$ cat src/rtl/uart_tlul_tx_sequencer.sv
// uart_tlul_tx_sequencer
//   TL-UL host that brings up the UART and then streams bytes into it. After reset
//   it writes CTRL once (NCO + TX enable). It then drains an internal byte FIFO.
//   For each byte it polls STATUS.TXFULL and writes WDATA only when the UART has room.
// Ports:
//   clk, rst_n        clock, synchronous active-low reset
//   byte_valid_i/_data_i/byte_ready_o   byte push interface (valid/ready)
//   busy_o            work pending (not IDLE or FIFO non-empty), registered
//   init_done_o       CTRL write acknowledged without error
//   err_o             sticky, set by any d_error
//   sent_cnt_o        acknowledged WDATA writes, wrapping 16-bit count
//   tl_a_*            TL-UL A channel (registered, stable while valid)
//   tl_d_*            TL-UL D channel (ready only while awaiting a response)
module uart_tlul_tx_sequencer #(
    parameter logic [31:0] UART_BASE  = 32'h2000_0000,
    parameter logic [15:0] NCO_VAL    = 16'd1208,
    parameter int unsigned FIFO_DEPTH = 8,
    parameter logic [7:0]  SOURCE_ID  = 8'h0,
    parameter int unsigned POLL_GAP   = 4
) (
    input  logic        clk,
    input  logic        rst_n,
    input  logic        byte_valid_i,
    input  logic [7:0]  byte_data_i,
    output logic        byte_ready_o,
    output logic        busy_o,
    output logic        init_done_o,
    output logic        err_o,
    output logic [15:0] sent_cnt_o,
    output logic        tl_a_valid_o,
    output logic [2:0]  tl_a_opcode_o,
    output logic [1:0]  tl_a_size_o,
    output logic [7:0]  tl_a_source_o,
    output logic [31:0] tl_a_address_o,
    output logic [3:0]  tl_a_mask_o,
    output logic [31:0] tl_a_data_o,
    input  logic        tl_a_ready_i,
    input  logic        tl_d_valid_i,
    input  logic [31:0] tl_d_data_i,
    input  logic        tl_d_error_i,
    output logic        tl_d_ready_o
);

    localparam int unsigned AW = (FIFO_DEPTH > 1) ? $clog2(FIFO_DEPTH) : 1;
    localparam int unsigned CW = AW + 1;
    localparam int unsigned GW = $clog2(POLL_GAP + 2);
    localparam logic [CW-1:0] FULL_CNT = CW'(FIFO_DEPTH);
    localparam logic [GW-1:0] GAP_INIT = GW'(POLL_GAP);
    localparam logic [2:0] OP_PUT = 3'd0;
    localparam logic [2:0] OP_GET = 3'd4;

    typedef enum logic [3:0] {
        S_INIT_REQ, S_INIT_RSP, S_IDLE, S_POLL_REQ, S_POLL_RSP,
        S_GAP, S_WR_REQ, S_WR_RSP, S_HALT
    } state_e;

    state_e          state_q, state_d;
    logic [GW-1:0]   gap_q, gap_d;
    logic [7:0]      mem_q [FIFO_DEPTH];
    logic [AW-1:0]   wr_ptr_q, rd_ptr_q;
    logic [CW-1:0]   count_q, count_d;
    logic            push, pop;
    logic [7:0]      head;
    logic            a_valid_q, a_valid_d;
    logic [2:0]      a_opcode_q, a_opcode_d;
    logic [31:0]     a_address_q, a_address_d;
    logic [31:0]     a_data_q, a_data_d;
    logic            init_done_q, init_done_d;
    logic            err_q, err_d;
    logic [15:0]     sent_q, sent_d;
    logic            busy_q, busy_d;
    logic            a_hs;
    logic            unused_d_data;

    assign unused_d_data = ^tl_d_data_i[31:1];

    assign a_hs = a_valid_q & tl_a_ready_i;
    assign head = mem_q[rd_ptr_q];

    // A pop frees a slot in the same cycle, so a full FIFO can still take a push.
    assign byte_ready_o = (count_q != FULL_CNT) | pop;
    assign push         = byte_valid_i & byte_ready_o;

    always_comb begin
        state_d     = state_q;
        gap_d       = gap_q;
        pop         = 1'b0;
        init_done_d = init_done_q;
        err_d       = err_q;
        sent_d      = sent_q;
        unique case (state_q)
            S_INIT_REQ: if (a_hs) state_d = S_INIT_RSP;
            S_INIT_RSP: begin
                if (tl_d_valid_i) begin
                    if (tl_d_error_i) begin
                        err_d   = 1'b1;
                        state_d = S_HALT;
                    end else begin
                        init_done_d = 1'b1;
                        state_d     = S_IDLE;
                    end
                end
            end
            S_IDLE:     if (count_q != '0) state_d = S_POLL_REQ;
            S_POLL_REQ: if (a_hs) state_d = S_POLL_RSP;
            S_POLL_RSP: begin
                if (tl_d_valid_i) begin
                    if (tl_d_error_i) begin
                        err_d   = 1'b1;
                        pop     = 1'b1;
                        state_d = S_IDLE;
                    end else if (tl_d_data_i[0]) begin
                        gap_d   = GAP_INIT;
                        state_d = S_GAP;
                    end else begin
                        state_d = S_WR_REQ;
                    end
                end
            end
            S_GAP: begin
                if (gap_q == '0) state_d = S_POLL_REQ;
                else             gap_d   = gap_q - 1'b1;
            end
            S_WR_REQ:   if (a_hs) state_d = S_WR_RSP;
            S_WR_RSP: begin
                if (tl_d_valid_i) begin
                    pop = 1'b1;
                    if (tl_d_error_i) err_d  = 1'b1;
                    else              sent_d = sent_q + 1'b1;
                    state_d = S_IDLE;
                end
            end
            S_HALT:     ;
            default:    state_d = S_INIT_REQ;
        endcase
    end

    // A-channel fields are loaded from the next state, so valid rises on entry to a
    // *_REQ state and drops on the edge that leaves it (the handshake edge).
    always_comb begin
        a_valid_d   = 1'b0;
        a_opcode_d  = OP_PUT;
        a_address_d = '0;
        a_data_d    = '0;
        unique case (state_d)
            S_INIT_REQ: begin
                a_valid_d   = 1'b1;
                a_address_d = UART_BASE + 32'h10;
                a_data_d    = {NCO_VAL, 16'h0001};
            end
            S_POLL_REQ: begin
                a_valid_d   = 1'b1;
                a_opcode_d  = OP_GET;
                a_address_d = UART_BASE + 32'h14;
            end
            S_WR_REQ: begin
                a_valid_d   = 1'b1;
                a_address_d = UART_BASE + 32'h1c;
                a_data_d    = {24'h0, head};
            end
            default: ;
        endcase
    end

    always_comb begin
        count_d = count_q;
        unique case ({push, pop})
            2'b10:   count_d = count_q + 1'b1;
            2'b01:   count_d = count_q - 1'b1;
            default: ;
        endcase
        busy_d = (state_d != S_IDLE) || (count_d != '0);
    end

    always_ff @(posedge clk) begin
        if (!rst_n) begin
            state_q     <= S_INIT_REQ;
            gap_q       <= '0;
            wr_ptr_q    <= '0;
            rd_ptr_q    <= '0;
            count_q     <= '0;
            a_valid_q   <= 1'b0;
            a_opcode_q  <= '0;
            a_address_q <= '0;
            a_data_q    <= '0;
            init_done_q <= 1'b0;
            err_q       <= 1'b0;
            sent_q      <= '0;
            busy_q      <= 1'b0;
        end else begin
            state_q     <= state_d;
            gap_q       <= gap_d;
            count_q     <= count_d;
            a_valid_q   <= a_valid_d;
            a_opcode_q  <= a_opcode_d;
            a_address_q <= a_address_d;
            a_data_q    <= a_data_d;
            init_done_q <= init_done_d;
            err_q       <= err_d;
            sent_q      <= sent_d;
            busy_q      <= busy_d;
            if (push) wr_ptr_q <= wr_ptr_q + 1'b1;
            if (pop)  rd_ptr_q <= rd_ptr_q + 1'b1;
        end
    end

    always_ff @(posedge clk) begin
        if (push) mem_q[wr_ptr_q] <= byte_data_i;
    end

    assign busy_o         = busy_q;
    assign init_done_o    = init_done_q;
    assign err_o          = err_q;
    assign sent_cnt_o     = sent_q;
    assign tl_a_valid_o   = a_valid_q;
    assign tl_a_opcode_o  = a_opcode_q;
    assign tl_a_size_o    = 2'd2;
    assign tl_a_source_o  = SOURCE_ID;
    assign tl_a_address_o = a_address_q;
    assign tl_a_mask_o    = 4'hF;
    assign tl_a_data_o    = a_data_q;
    assign tl_d_ready_o   = (state_q == S_INIT_RSP) || (state_q == S_POLL_RSP) ||
                            (state_q == S_WR_RSP);

endmodule

$ cat config.mk
export PLATFORM = sky130hd
export DESIGN_NAME = uart_tlul_tx_sequencer
export DESIGN_NICKNAME = d
export VERILOG_FILES = /design/src/rtl/uart_tlul_tx_sequencer.sv
export SDC_FILE = /design/constraint.sdc
export NUM_CORES = 1
export LEC_CHECK = 0
export CAP_MARGIN = 15
export CELL_PAD_IN_SITES_DETAIL_PLACEMENT = 1
export CELL_PAD_IN_SITES_GLOBAL_PLACEMENT = 1
export CORE_MARGIN = 4
export CORE_UTILIZATION = 38
export CTS_CLUSTER_SIZE = 25
export DETAILED_ROUTE_END_ITERATION = 8
export PLACE_DENSITY_LB_ADDON = 0.1
export SLEW_MARGIN = 5
export SYNTH_ARGS = -nofsm -noshare
export SYNTH_HDL_FRONTEND = slang
export SYNTH_SLANG_ARGS = --single-unit
$ cat constraint.sdc
create_clock -name clk -period 3.15 [get_ports clk]
set_clock_uncertainty 0.05 [all_clocks]
set_input_delay 0.315 -clock clk [delete_from_list [all_inputs] [get_ports clk]]
set_output_delay 0.315 -clock clk [all_outputs]
set_load 0.03 [all_outputs]
==> run metrics <==
Critical Path Fanout Max=6; Req. time, crit path=roughly 2.8 ns; Synth Register Bits=116; Rows=43; area leader, netlist=edfxtp_1; Post-synth EDFFs=64; initial core utilization=roughly two fifths; final setup violation count=0; Fin. Hold Viols=0; Crit. path cell count=3; First-pass DRT Iterations=4; Horiz. Die Dim=about 130 µm; clk root buf=clkbuf_16; Vias/cell=roughly 4.7; Num CTS Buffers=17; CP max stage delay=approximately 0.73 ns; core footprint=around 14000 µm²; WP data arrival=2.43 ns; combinational share of power=roughly 17%; CTS H-Tree Depth=4; Syn Area/Cell=approximately 12 µm²; flop-to-flop setup slack=around 0.48 ns; Fin Setup TNS=0 ns; Port Buf Inserts=54; synth warn=0; share of synthesized flip-flops with an asynchronous set or reset=0%; WL per Instance=approximately 16 µm; Placed Cells=a little under 700; vias in the first global route=~3400; Post-Route WL=~11000 µm; CTS tree=built; I/O Pins=about 150; largest net degree at the start of global routing=27; Final HPWL DP=7690 µm; Skew-Pair Late Insertion Delay=approximately 0.42 ns; top cells by area, synth=edfxtp_1 (36%), dfxtp_1 (19%), buf_4 (9.7%); max-slew violations=0; WP buf/inv=1; Power Density=688 nW/µm²; Slew headroom=42.7%; part of the power in registers=between 30 and 40%; max-cap viol count=0; CTS clk-pin slew, worst paths=approximately 0.05 ns; Critical Path Start=count_q[0]; share of cells above drive strength 1=a little over an eighth; most common flop cell mapped by yosys=edfxtp_1; Pleak=roughly 0.0024 µW; critical path class=reg2out; full die area=around 16000 µm²; vias=around 3300; status=complete, no violations; Tot GR Track Use=~15%; Nets=between 500 and 600; Max Fclk=357 MHz; Post-CTS Hold Buffers=0; Antenna Nets Post-Route=0; worst min-delay path class=reg2reg; sequential area share after synthesis=a little under three fifths; CTS sink cnt=116; Cell Count, Final, Fillers Out=roughly 700; Mapped Cells=440; RSZ-0062 raised after global routing=no; worst-case clock buffer depth=2; Resized Gates After CTS=0; synth-to-layout area growth=22.4%; Sw Pwr=between 1000 and 1500 µW; CP max-delay cell=or4b_2; min Tclk post-route=between 2 and 3 ns; design internal power=~3300 µW; CP top delay family=simple AND/OR/NAND/NOR gates; crit path capture=byte_ready_o; violation count after the first detailed-route iteration=87; Post-route DRC=0; switch share=27.3%; Setup Fix Bufs, Post-CTS=0; worst slew pin tran=between 0.8 and 0.9 ns; Worst Min Path Start=gap_q[1]; reg-to-reg startpoint=state_q[2]; first-pass GRT wire length=approximately 18000 µm; post-synth top area share=between 30% and 40%; R2R depth=11; Clk pwr share=45.1%; Inserted Diodes=0; Cell Chain, Critical Path=or4b_2 > or2_2 > clkdlybuf4s50_1; R2R Path End=busy_o; crit path capture type=output port; gr ovfl total=0; initial antenna violation count=0; Die Height=approximately 130 µm; Max VDD drop=just over 400 µV; synth unique cells=50; synthesized area=about 5400 µm²; Worst setup SP type=flop; gp weighted congestion=a little under 0.8; Final Cycle Share=roughly nine tenths
[state kept, by name (all words and copies together) (netlist names), named ones only]
name,cells
err_o,1
state_q,4
gap_q,3
wr_ptr_q,3
tl_a_opcode_o,1
sent_cnt_o,16
rd_ptr_q,3
tl_a_address_o,2
count_q,4
init_done_o,1
tl_a_valid_o,1
mem_q,64
tl_a_data_o,9
busy_o,1
[synth_stat cells (8+ instances only)]
master / number
dfxtp_1: 52
nand3_1: 9
xnor2_1: 11
edfxtp_1: 64
xor2_1: 10
nand2_1: 27
mux4_2: 16
mux2i_1: 12
clkbuf_1: 8
buf_4: 69
inv_1: 12
nand2b_1: 9
and2_1: 19
nor2_1: 22
nor3_1: 8
nor2b_1: 14
[cells by family (layout without fill, tap and decap cells)]
kind of cell	after synthesis	after routing	share of synthesized area (%)
flops	116	116	55.4
compound gates	39	39	5.38
xor+xnor	21	21	3.44
mux	28	28	8.98
fa+ha+maj	8	8	2.01
other cells	2	63	0.140
simple gates	131	131	13.0
buf+inv	95	119	11.6
[routing by layer]
layer  vias to the layer above  global-route usage [%]  routed length (µm)
met1                      1624                    18.9                5160
met3                        12                    4.72                 716
met5                         -                       0                   0
met4                         0                    5.68                 193
li1                       1565                       -                   -
met2                       108                    22.9                5180
[through the flow]
stage	cell area (µm²)	total power (µW)	worst slack, ns	hold WS (ns)	utilization, %
3_5_place_dp	5930	2500	0.0165	0.417	42.9
6_report	6550	4510	0.350	0.429	47.4
3_3_place_gp	5930	2490	0.104	0.402	42.9
5_1_grt	6550	4710	0.239	0.456	47.4
4_1_cts	6550	4550	0.340	0.430	47.4
2_1_floorplan	5580	2340	0.530	0.364	-
[area by class of cell]
type                            instances  area [µm²]
Fill cell                            1481        7280
Sequential cell                       116        2960
Multi-Input combinational cell        290        1990
Timing Repair Buffer                   75         698
Clock buffer                           19         443
Tap cell                              180         225
Clock inverter                         13         180
Inverter                               12        45.0
[worst min path at each step]
stage | slack, ns | end | cells after the start
4_1_cts | 0.43 | init_done_o | 1
3_3_place_gp | 0.40 | init_done_o | 1
3_5_place_dp | 0.42 | init_done_o | 1
2_1_floorplan | 0.36 | mem_q[0][0] | 0
5_1_grt | 0.46 | gap_q[1] | 2
6_report | 0.43 | gap_q[1] | 2
[layout by cell type (no fill, tap or decap), types with 4 or more instances in the layout]
cell type / instances
mux2i_1: 12
nand2_1: 27
conb_1: 63
and3_1: 4
and2_1: 19
o21ai_0: 7
nor3_1: 8
clkbuf_16: 17
nand3_1: 9
xor2_1: 10
a21boi_0: 7
ha_1: 7
inv_1: 12
dfxtp_1: 52
mux4_2: 16
buf_4: 21
xnor2_1: 11
a21oi_1: 4
or3_1: 6
bufinv_16: 4
nor2_1: 22
nor2b_1: 14
edfxtp_1: 64
nand2b_1: 9
clkdlybuf4s50_1: 54
[power groups by stage]
stage	Sequential [µW]	Combinational [µW]	Clock (µW)
3_5_place_dp	1740	763	0
3_3_place_gp	1730	757	0
4_1_cts	1710	771	2080
6_report	1700	770	2040
5_1_grt	1710	829	2170
2_1_floorplan	1780	565	0
[worst reg2reg max path, stage by stage, from the launching register on]
cell	delay (ns)
dfxtp_1	0.52
nand3b_1	0.24
a21oi_4	0.18
nand2b_1	0.11
inv_1	0.11
ha_1	0.23
a21o_1	0.18
a21oi_1	0.20
nor3_1	0.07
a21oi_1	0.15
xnor2_1	0.10
o41a_1	0.41
Power figures use the tool's default switching activity.
